### config.mk
export PLATFORM = sky130hd
export DESIGN_NAME = ef_apb_master
export DESIGN_NICKNAME = d
export VERILOG_FILES = /design/src/rtl/ef_apb_master.sv
export SDC_FILE = /design/constraint.sdc
export NUM_CORES = 1
export LEC_CHECK = 0
export CORE_MARGIN = 4
export CORE_UTILIZATION = 40
export DETAILED_ROUTE_END_ITERATION = 7
export PLACE_DENSITY_LB_ADDON = 0.08
export SLEW_MARGIN = 40
export SYNTH_ARGS = -nofsm -noshare
export SYNTH_HDL_FRONTEND = slang
export SYNTH_SLANG_ARGS = --single-unit
### constraint.sdc
create_clock -name PCLK -period 2.65 [get_ports PCLK]
set_clock_uncertainty 0.15 [all_clocks]
set_input_delay 0.53 -clock PCLK [delete_from_list [all_inputs] [get_ports PCLK]]
set_output_delay 0.53 -clock PCLK [all_outputs]
set_load 0.02 [all_outputs]
### src/rtl/ef_apb_master.sv
// Single-outstanding APB master: turns a valid/ready command into one APB
// transfer and returns the read data or error through a valid/ready response.
module ef_apb_master #(
    parameter int unsigned TIMEOUT_CYCLES = 255
) (
    input  logic        PCLK,
    input  logic        PRESETn,
    input  logic        req_valid,
    output logic        req_ready,
    input  logic        req_write,
    input  logic [31:0] req_addr,
    input  logic [31:0] req_wdata,
    output logic        rsp_valid,
    input  logic        rsp_ready,
    output logic [31:0] rsp_rdata,
    output logic        rsp_err,
    output logic [31:0] PADDR,
    output logic        PWRITE,
    output logic        PSEL,
    output logic        PENABLE,
    output logic [31:0] PWDATA,
    input  logic [31:0] PRDATA,
    input  logic        PREADY,
    input  logic        PSLVERR
);

    typedef enum logic [1:0] {
        IDLE   = 2'd0,
        SETUP  = 2'd1,
        ACCESS = 2'd2,
        RESP   = 2'd3
    } state_t;

    localparam logic [31:0] TIMEOUT_RDATA = 32'hDEAD_BEEF;
    localparam logic [16:0] TIMEOUT_LIMIT = 17'(TIMEOUT_CYCLES);

    state_t      state;
    state_t      next_state;
    logic [15:0] wait_cnt;
    logic [16:0] wait_cnt_inc;
    logic        accept;
    logic        xfer_done;
    logic        timeout_hit;

    // One extra bit keeps the compare exact even for TIMEOUT_CYCLES = 65535.
    assign wait_cnt_inc = {1'b0, wait_cnt} + 17'd1;

    // NOTE: every signal driven here gets a default first, so no path through
    // the case statement can leave one unassigned and infer a latch.
    always_comb begin
        next_state  = state;
        accept      = 1'b0;
        xfer_done   = 1'b0;
        timeout_hit = 1'b0;
        case (state)
            IDLE: begin
                accept = req_valid && req_ready;
                if (accept) next_state = SETUP;
            end
            SETUP: begin
                next_state = ACCESS;
            end
            ACCESS: begin
                // PREADY on the limit cycle wins: that is a completion, not an abort.
                xfer_done   = PREADY;
                timeout_hit = !PREADY && (TIMEOUT_CYCLES != 0) &&
                              (wait_cnt_inc == TIMEOUT_LIMIT);
                if (xfer_done || timeout_hit) next_state = RESP;
            end
            RESP: begin
                if (rsp_ready) next_state = IDLE;
            end
            default: next_state = IDLE;
        endcase
    end

    // NOTE: sequential state uses non-blocking assignments so every register
    // samples pre-edge values regardless of statement order.
    always_ff @(posedge PCLK or negedge PRESETn) begin
        if (!PRESETn) state <= IDLE;
        else          state <= next_state;
    end

    // Handshake and APB strobes are registered from the next state so they
    // line up with the state they describe and never glitch.
    always_ff @(posedge PCLK or negedge PRESETn) begin
        if (!PRESETn) begin
            req_ready <= 1'b0;
            PSEL      <= 1'b0;
            PENABLE   <= 1'b0;
            rsp_valid <= 1'b0;
        end else begin
            req_ready <= (next_state == IDLE);
            PSEL      <= (next_state == SETUP) || (next_state == ACCESS);
            PENABLE   <= (next_state == ACCESS);
            rsp_valid <= (next_state == RESP);
        end
    end

    // Command capture; the APB address/data hold their last values in IDLE.
    always_ff @(posedge PCLK or negedge PRESETn) begin
        if (!PRESETn) begin
            PADDR  <= '0;
            PWRITE <= 1'b0;
            PWDATA <= '0;
        end else if (accept) begin
            PADDR  <= req_addr;
            PWRITE <= req_write;
            PWDATA <= req_write ? req_wdata : 32'd0;
        end
    end

    always_ff @(posedge PCLK or negedge PRESETn) begin
        if (!PRESETn) begin
            wait_cnt <= '0;
        end else if (accept || xfer_done || timeout_hit) begin
            wait_cnt <= '0;
        end else if (state == ACCESS) begin
            wait_cnt <= wait_cnt_inc[15:0];
        end
    end

    // Response registers load once per transfer and then hold through RESP.
    always_ff @(posedge PCLK or negedge PRESETn) begin
        if (!PRESETn) begin
            rsp_rdata <= '0;
            rsp_err   <= 1'b0;
        end else if (xfer_done) begin
            rsp_rdata <= PWRITE ? 32'd0 : PRDATA;
            rsp_err   <= PSLVERR;
        end else if (timeout_hit) begin
            rsp_rdata <= TIMEOUT_RDATA;
            rsp_err   <= 1'b1;
        end
    end

endmodule

==> results of run 1 <==
==> sequential cells by signal, summed over array words and instances (netlist names) <==
name and count:
PADDR 32, rsp_err 1, PENABLE 1, state 2, req_ready 1, PWRITE 1
PWDATA 32, wait_cnt 16, rsp_valid 1, rsp_rdata 32, PSEL 1
==> routing by layer <==
layer,track usage [%],vias up,share of wire (%)
met5,0,-,0
met4,8.33,0,2.3
met3,9.51,23,10
met2,32.8,160,47
met1,24.1,2154,40
li1,-,2230,-
==> cell families after synthesis <==
kind of cell | share of synthesized area, %
XOR/XNOR | 2.91
buffers and inverters | 3.64
adder cells (fa/ha/maj) | 1.22
AND/OR/NAND/NOR | 24.8
flip-flops | 58.6
AO/OA/AOI/OAI | 8.77
==> worst max path at each step <==
| stage | endpoint | slack, ns |
|---|---|---|
| global route | rsp_rdata[5] | 0.006 |
| floorplan | PSEL | 0.22 |
| detailed placement | rsp_rdata[5] | 0.15 |
| global placement | rsp_rdata[14] | 0.23 |
| finish | rsp_rdata[19] | 0.20 |
| CTS | rsp_rdata[19] | 0.13 |
==> tightest hold or removal path, cell delays in order (launching register included) <==
cell and delay [ns]:
dfrtp_1 0.34, nand2_1 0.05, nand2_1 0.05
==> report_power, final <==
part | internal [W] | total, W | switching, W
logic | 0.00181 | 0.00388 | 0.00208
clock network | 0.00174 | 0.00255 | 0.000815
registers | 0.00259 | 0.00301 | 0.000423
total | 0.00613 | 0.00944 | 0.00331
==> final cells by class <==
class,count,area share (%)
Sequential cell,120,37.4
Timing Repair Buffer,220,27.2
Multi-Input combinational cell,389,24.2
Clock buffer,20,5.81
Tap cell,172,2.68
Clock inverter,12,2.43
Inverter,6,0.280
==> stage by stage <==
| stage | utilization (%) | power (W) | setup slack (ns) | cell area [sq um] | instances |
|---|---|---|---|---|---|
| after floorplan | - | 0.00490 | 0.220 | 5120 | 551 |
| after global placement | 58.5 | 0.00687 | 0.226 | 7360 | 906 |
| after detailed placement | 58.5 | 0.00695 | 0.153 | 7360 | 906 |
| after CTS | 63.9 | 0.00956 | 0.127 | 8030 | 939 |
| after global routing | 63.9 | 0.0100 | 0.00617 | 8030 | 939 |
| final | 63.9 | 0.00944 | 0.196 | 8030 | 939 |
==> layout by cell type, fill, tap and decap left out, types with 7 or more instances in the layout <==
cell	Yosys	routed
a21oi_1	53	53
and3_1	17	16
buf_4	2	14
clkbuf_16	0	17
clkdlybuf4s50_1	0	203
dfrtp_1	120	120
nand2_1	172	172
nand3_1	42	41
nor2_1	36	36
o21ai_0	7	7
xnor2_1	9	9
xor2_1	8	8
==> repair_timing <==
item	CTS	global route
endpoints found under the hold margin	18	0
resized for setup	0	1
setup endpoints to repair	0	11
buffers inserted	0	0
hold buffers	1	0
==> impl_metrics.csv, run 1 <==
group,metric,value,unit
sta,worst_pin_slew,0.692,ns
logic_synthesis,ys_seq_elements,120,
worst_setup_path,timing.rr.start,"wait_cnt[1]",
logic_synthesis,synth_cells,551,
worst_setup_path,critPathKind,"register to register",
floorplanning,die_h,121,um
worst_setup_path,critPathBufInv,2,
place,place.gp.congestion,0.852,
logic_synthesis,yosysTopAreaCell,"dfrtp_1",
floorplanning,core,12600,sq um
final_layout,area_growth,56.9,%
final_layout,nNetsFinal,862,
final_layout,multi_input_area,1940,sq um
drt,drc_errors,0,
clock_network,cts_tree,"built",
sta,max_slew_margin,53.8,%
worst_setup_path,cpMaxStageDelayCell,"dfrtp_1",
logic_synthesis,synth_area,5120,sq um
floorplanning,fp.dieArea,14700,sq um
clock_network,htree_levels,4,
place,port_buffers,204,
worst_setup_path,worstPathArrival,2.63,ns
worst_setup_path,cp.depth,9,
logic_synthesis,synthTopCellsByCount,"172 x nand2_1, 120 x dfrtp_1, 53 x a21oi_1",
global_route,grt_max_degree,68,
final_layout,diodes,0,
worst_setup_path,crit_path_end_kind,"register",
drt,ant_nets,0,
sta,whs,0.313,ns
worst_setup_path,crit_family,"simple AND/OR/NAND/NOR gates",
clock_network,clkSlewWorstSetupHoldPaths,0.05,ns
logic_synthesis,synth_area_leaders,"dfrtp_1 59%, nand2_1 13%, a21oi_1 5.2%",
sta,fmax,407,MHz
flow_run,maxCapViolCount,0,
place,place_hpwl,10.1,mm
worst_setup_path,crit_path_max_incr_delay,0.43,ns
logic_synthesis,synth-edff-count,0,
worst_setup_path,cp_max_fo,16,
global_route,antenna_found_initial,0,
floorplanning,die_w,121,um
worst_setup_path,cp-start-kind,"register",
logic_synthesis,synth_top_area_share,58.6,%
sta,drv_slew,0,
clock_network,cts-root-buf,"clkbuf_16",
global_route,grt_use_total,20.6,%
logic_synthesis,synth_most_common_cell,"nand2_1",
worst_setup_path,required,2.83,ns
sta,finalSetupTns,0,ns
power_and_ir_drop,vdd_drop_max,0.000545,V
clock_network,cts_buffers,17,
worst_setup_path,rr_endpoint,"rsp_rdata[19]",
logic_synthesis,synth_nets,659,
drt,vias,4567,
logic_synthesis,ys.flop_type,"dfrtp_1",
power_and_ir_drop,leakage,3.77,nW
floorplanning,start_util,40.7,%
drt,vias_per_cell,4.86,
hold_path,hp-class,"register to register",
hold_path,holdPathEnd,"PWDATA[25]",
sta,setup_violations,0,
worst_setup_path,crit_chain,"ha_1, nand3_1, nor3_4, o21ai_1, a21oi_1, nand4_2, buf_4, buf_4, a21oi_1",
clock_network,clock_latency,0.41,ns
global_route,grt_overflow,0,
final_layout,nFillCells,1045,
logic_synthesis,avgSynthCellArea,9.29,sq um
drt,drt_pass1_iterations,4,
global_route,grt_pass1_vias,4742,
sta,fin_crit_sh,92.6,%
logic_synthesis,yosysUniqueCellTypes,39,
final_layout,final-seq-area,3000,sq um
worst_setup_path,regToRegSetupSlack,0.20,ns
status,status,"finished clean",
logic_synthesis,synth_warnings,0,
clock_network,clockBufferDepth,2,
sta,fin_crit,2.45,ns
power_and_ir_drop,pwr_density_cell,1180,nW/um^2
worst_setup_path,startpoint,"wait_cnt[1]",
logic_synthesis,ys_async_sr_fraction,100,%
clock_network,cts.sink_count,120,
drt,drt-total-wl,14.4,mm
worst_setup_path,rr_worst_depth,9,
sta,hold_violations,0,
hold_path,holdCritStartpoint,"PWDATA[25]",
floorplanning,io_pins,205,
hold_path,min_delay_path_depth,2,
floorplanning,rows,41,
global_route,grt_first_pass_wirelength,23.8,mm
final_layout,drive_gt1_share,7.95,%
logic_synthesis,ys_seq_area_share,58.6,%
sta,rsz0062_at_grt,"no",
drt,wl_per_cell,15.4,um
drt,detail_route.iter0.violations,235,
(Power assumes the default switching activity.)
==> run 2: changes to the inputs <==
--- a/config.mk
+++ b/config.mk
@@ -9,6 +9,7 @@
 export CORE_UTILIZATION = 40
 export DETAILED_ROUTE_END_ITERATION = 7
 export PLACE_DENSITY_LB_ADDON = 0.08
+export SKIP_CTS_REPAIR_TIMING = 1
 export SLEW_MARGIN = 40
 export SYNTH_ARGS = -nofsm -noshare
 export SYNTH_HDL_FRONTEND = slang
==> constraint.sdc (replaced) <==
create_clock -name PCLK -period 2.75 [get_ports PCLK]
set_clock_uncertainty 0.15 [all_clocks]
set_input_delay 0.55 -clock PCLK [delete_from_list [all_inputs] [get_ports PCLK]]
set_output_delay 0.55 -clock PCLK [all_outputs]
set_load 0.02 [all_outputs]
==> impl_metrics.csv, run 2 (synthesis results as in run 1) <==
group,metric,value,unit
sta,fmax,404,MHz
sta,setup_violations,0,
sta,hold_violations,0,
sta,finalSetupTns,0,ns
clock_network,htree_levels,4,
drt,detail_route.iter0.violations,254,
power_and_ir_drop,pwr_density_cell,1090,nW/um^2
final_layout,mostFrequentLayoutCells,"203 x clkdlybuf4s50_1, 172 x nand2_1, 120 x dfrtp_1",
worst_setup_path,required,2.90,ns
status,status,"finished clean",
power_and_ir_drop,total_power,0.00864,W
final_layout,nNetsFinal,857,
drt,met2_length,6.58,mm
clock_network,cts_buffers,17,
drt,wl_per_cell,15.3,um
worst_setup_path,crit_path_max_incr_delay,0.47,ns
final_layout,layout_commonest_cell,"clkdlybuf4s50_1",
clock_network,cts_tree,"built",
sta,max_slew_margin,53.8,%
power_and_ir_drop,combPwrFrac,43.0,%
global_route,antenna_found_initial,0,
global_route,grt_pass1_vias,4635,
place,place_hpwl,9.97,mm
drt,drc_errors,0,
worst_setup_path,crit_path_end_kind,"register",
final_layout,top_regs,"PADDR: 32 flops, PWDATA: 32 flops, rsp_rdata: 32 flops",
sta,drv_slew,0,
final_layout,area_growth,54.2,%
clock_network,clockBufferDepth,2,
drt,wl_met1,5.98,mm
power_and_ir_drop,vdd_drop_max,0.000642,V
global_route,grt_overflow,0,
final_layout,final-seq-area,3000,sq um
global_route,grt_first_pass_wirelength,23.3,mm
clock_network,clock_latency,0.41,ns
floorplanning,core,12600,sq um
drt,wl_met3,1.46,mm
power_and_ir_drop,p_seq_share,33.7,%
clock_network,cts.sink_count,120,
final_layout,drive_gt1_share,6.96,%
sta,rsz0062_at_grt,"no",
floorplanning,start_util,40.7,%
worst_setup_path,critPathKind,"register to register",
floorplanning,rows,41,
sta,worst_pin_slew,0.692,ns
drt,top_layer,"met4",
clock_network,clkSlewWorstSetupHoldPaths,0.05,ns
power_and_ir_drop,clkPwrFrac,23.3,%
drt,vias,4540,
floorplanning,io_pins,205,
flow_run,maxCapViolCount,0,
final_layout,diodes,0,
place,port_buffers,204,
floorplanning,die_h,121,um
power_and_ir_drop,leakage,3.70,nW
drt,vias_per_cell,4.86,
worst_setup_path,worstPathArrival,2.62,ns
power_and_ir_drop,p_int,0.00549,W
drt,drt_pass1_iterations,4,
global_route,grt_use_total,20.1,%
drt,drt-total-wl,14.3,mm
worst_setup_path,rr_worst_depth,7,
place,place.gp.congestion,0.859,
hold_path,hp-class,"primary input to async pin",
global_route,grt_max_degree,68,
worst_setup_path,cpMaxStageDelayCell,"dfrtp_1",
floorplanning,die_w,121,um
worst_setup_path,crit_chain,"nand4_2, nor4_1, xor2_1, nor4_1, nand4_2, buf_12, a31o_2",
worst_setup_path,cp_max_fo,41,
power_and_ir_drop,switching_share,36.5,%
worst_setup_path,cp-start-kind,"register",
final_layout,multi_input_area,1940,sq um
final_layout,nFillCells,1079,
sta,fin_crit,2.48,ns
clock_network,cts-root-buf,"clkbuf_16",
drt,ant_nets,0,
power_and_ir_drop,p_switching,0.00315,W
floorplanning,fp.dieArea,14700,sq um
sta,fin_crit_sh,90.1,%
## run 2: metrics by stage
step	cell area [sq um]	setup WS (ns)	hold WS, ns	std cells	utilization (%)
3_5_place_dp	7350	0.269	0.305	902	58.5
4_1_cts	7900	0.268	0.0484	934	62.8
2_1_floorplan	5120	0.320	0.104	551	-
5_1_grt	7900	0.0798	0.0743	934	62.8
6_report	7900	0.272	0.0291	934	62.8
3_3_place_gp	7350	0.299	0.299	902	58.5
## run 2: area by class of cell
cell class,count,area share (%)
repair buffers,215,27.5
flip-flops and latches,120,38.0
inverters,6,0.285
multi-input cells,389,24.5
well taps,172,2.72
clock buffers,25,6.40
clock inverters,7,0.539
## run 2: worst paths after layout
| kind | startpoint | end | slack, ns |
|---|---|---|---|
| worst max-delay path | wait_cnt[3] | rsp_rdata[14] | 0.27 |
| worst min-delay path | PRESETn | PADDR[7] | 0.03 |
| worst max register to register | wait_cnt[3] | rsp_rdata[14] | 0.27 |
| worst min register to register | PWDATA[29] | PWDATA[29] | 0.31 |
| max in group asynchronous | PRESETn | rsp_rdata[7] | 1.77 |
| min in group PCLK | PWDATA[29] | PWDATA[29] | 0.31 |
## run 2: power groups by stage
stage / clock (W) / combinational [W] / sequential, W
floorplan: 0 / 0.000976 / 0.00375
global placement: 0 / 0.00372 / 0.00290
detailed placement: 0 / 0.00377 / 0.00293
CTS: 0.00206 / 0.00378 / 0.00292
global route: 0.00213 / 0.00405 / 0.00301
finish: 0.00201 / 0.00372 / 0.00291
## run 2: metal layers
metal  vias to the layer above  GRT usage, %
met4                         0          6.44
met3                        20          10.6
li1                       2219             -
met1                      2130          24.9
met2                       171          30.5
met5                         -             0
## run 2: critical path: cells and delay by family, from the launching register on
family / cells / cell delay, ns
DFF: 1 / 0.47
xor gates and xnor gates: 1 / 0.11
AOI/OAI and AO/OA: 1 / 0.26
and+or+nand+nor: 4 / 1.13
buffers and inverters: 1 / 0.22
==> run 3: changes to the inputs <==
--- a/config.mk
+++ b/config.mk
@@ -5,7 +5,7 @@
 export SDC_FILE = /design/constraint.sdc
 export NUM_CORES = 1
 export LEC_CHECK = 0
-export CORE_MARGIN = 4
+export CORE_MARGIN = 5
 export CORE_UTILIZATION = 40
 export DETAILED_ROUTE_END_ITERATION = 7
 export PLACE_DENSITY_LB_ADDON = 0.08
==> impl_metrics.csv, run 3 (synthesis results as in run 1) <==
group,metric,value,unit
worst_setup_path,crit_top_cell,"nand4_2",
floorplanning,die_h,123,um
hold_path,hp-class,"register to register",
power_and_ir_drop,leakage,3.70,nW
worst_setup_path,cp-start-kind,"register",
worst_setup_path,cpMaxStageDelayCell,"dfrtp_1",
final_layout,nNetsFinal,860,
sta,fin_crit,2.52,ns
worst_setup_path,rr_endpoint,"rsp_rdata[4]",
drt,top_layer,"met4",
clock_network,clock_latency,0.41,ns
worst_setup_path,worstPathArrival,2.67,ns
hold_path,holdPathEnd,"PWDATA[8]",
worst_setup_path,rr_worst_depth,7,
sta,max_slew_margin,54.3,%
clock_network,cts.sink_count,120,
sta,hold_violations,0,
global_route,grt_max_degree,68,
power_and_ir_drop,pwr_density_cell,1100,nW/um^2
worst_setup_path,required,2.89,ns
place,post_dp_cell_area,7330,sq um
worst_setup_path,crit_family,"simple AND/OR/NAND/NOR gates",
worst_setup_path,critPathBufInv,1,
worst_setup_path,crit_path_max_incr_delay,0.47,ns
floorplanning,core,12600,sq um
final_layout,mostFrequentLayoutCells,"203 x clkdlybuf4s50_1, 172 x nand2_1, 120 x dfrtp_1",
final_layout,finish.instance_area,7900,sq um
sta,fin_crit_sh,91.8,%
final_layout,drive_gt1_share,7.08,%
drt,detail_route.iter0.violations,264,
worst_setup_path,critPathKind,"register to register",
global_route,grt_pass1_vias,4714,
drt,drc_errors,0,
floorplanning,io_pins,205,
global_route,antenna_found_initial,0,
global_route,grt_overflow,0,
clock_network,cts-root-buf,"clkbuf_16",
floorplanning,rows,41,
hold_path,holdCritStartpoint,"PWDATA[8]",
final_layout,layout_commonest_cell,"clkdlybuf4s50_1",
sta,setup_violations,0,
status,status,"finished clean",
worst_setup_path,crit_path_end_kind,"register",
clock_network,cts_buffers,17,
worst_setup_path,startpoint,"wait_cnt[2]",
place,place.gp.congestion,0.888,
floorplanning,die_w,123,um
drt,drt-total-wl,14.6,mm
clock_network,cts_tree,"built",
worst_setup_path,timing.rr.start,"wait_cnt[2]",
drt,ant_nets,0,
power_and_ir_drop,vdd_drop_max,0.000590,V
drt,vias_per_cell,4.97,
sta,rsz0062_at_grt,"no",
floorplanning,start_util,40.7,%
place,place_hpwl,10.3,mm
global_route,grt_first_pass_wirelength,23.3,mm
drt,vias,4644,
final_layout,diodes,0,
clock_network,clockBufferDepth,2,
final_layout,top_regs,"PADDR: 32 flops, PWDATA: 32 flops, rsp_rdata: 32 flops",
drt,wl_met1,5.93,mm
floorplanning,fp.dieArea,15200,sq um
sta,drv_slew,0,
global_route,grt_use_total,19.8,%
place,port_buffers,204,
drt,drt_pass1_iterations,4,
sta,fmax,396,MHz
hold_path,min_delay_path_depth,2,
worst_setup_path,crit_chain,"nand4_2, nor4_2, xor2_1, nor4_1, nand4_2, buf_4, a31o_2",
sta,finalSetupTns,0,ns
worst_setup_path,regToRegSetupSlack,0.23,ns
final_layout,area_growth,54.2,%
flow_run,maxCapViolCount,0,
drt,wl_met3,1.40,mm
clock_network,htree_levels,4,
drt,met2_length,6.95,mm
worst_setup_path,cp_max_fo,41,
drt,wl_per_cell,15.6,um
clock_network,clkSlewWorstSetupHoldPaths,0.05,ns
sta,worst_pin_slew,0.686,ns
-- run 3: cell count changes in the layout (fill, tap and decap cells not counted), sizes merged --
cell and delta:
bufinv +2, inv +1, clkinv +1, clkbuf -4, clkinvlp -2, buf +2
dlygate4sd3 +1
-- run 3: final cells by class --
| class | instances | area [sq um] |
|---|---|---|
| clock buffers | 21 | 450 |
| clock inverters | 9 | 101 |
| fillers | 1070 | 4670 |
| inverters | 6 | 22.5 |
| multi-input cells | 389 | 1940 |
| flip-flops and latches | 120 | 3000 |
| well taps | 172 | 215 |
| repair buffers | 218 | 2160 |
-- run 3: how the worst max path moves through the flow --
stage                          to  slack (ns)  cells after the start
CTS                  rsp_rdata[4]        0.18                      7
finish               rsp_rdata[4]        0.23                      7
detailed placement   rsp_rdata[4]        0.19                      7
global placement    rsp_rdata[14]        0.23                      7
global route         rsp_rdata[4]        0.03                      7
floorplan                    PSEL        0.32                      8
-- run 3: worst reg2reg max path: stages (launching register included) --
cell and delay [ns]:
dfrtp_1 0.47, nand4_2 0.24, nor4_2 0.33, xor2_1 0.11, nor4_1 0.33, nand4_2 0.18
buf_4 0.30, a31o_2 0.31
-- run 3: through the flow --
| stage | setup slack (ns) | power [W] | instances | hold WS (ns) | util [%] |
|---|---|---|---|---|---|
| 6_report | 0.226 | 0.00872 | 935 | 0.311 | 62.8 |
| 5_1_grt | 0.0320 | 0.00925 | 935 | 0.330 | 62.8 |
| 4_1_cts | 0.176 | 0.00883 | 934 | -0.116 | 62.7 |
| 3_5_place_dp | 0.191 | 0.00670 | 904 | 0.305 | 58.3 |
| 3_3_place_gp | 0.229 | 0.00661 | 904 | 0.299 | 58.3 |
| 2_1_floorplan | 0.320 | 0.00472 | 551 | 0.104 | - |
-- run 3: power breakdown --
group | leakage (nW) | internal, W | switching [W]
combinational | 1.88 | 0.00173 | 0.00199
sequential | 1.55 | 0.00249 | 0.000413
clock | 0.273 | 0.00134 | 0.000748
total | 3.70 | 0.00556 | 0.00316
-- run 3: layer usage --
layer / GRT usage (%) / vias up
met3: 9.56 / 24
met1: 23.2 / 2242
met5: 0 / -
li1: - / 2224
met2: 31.3 / 154
met4: 7.75 / 0
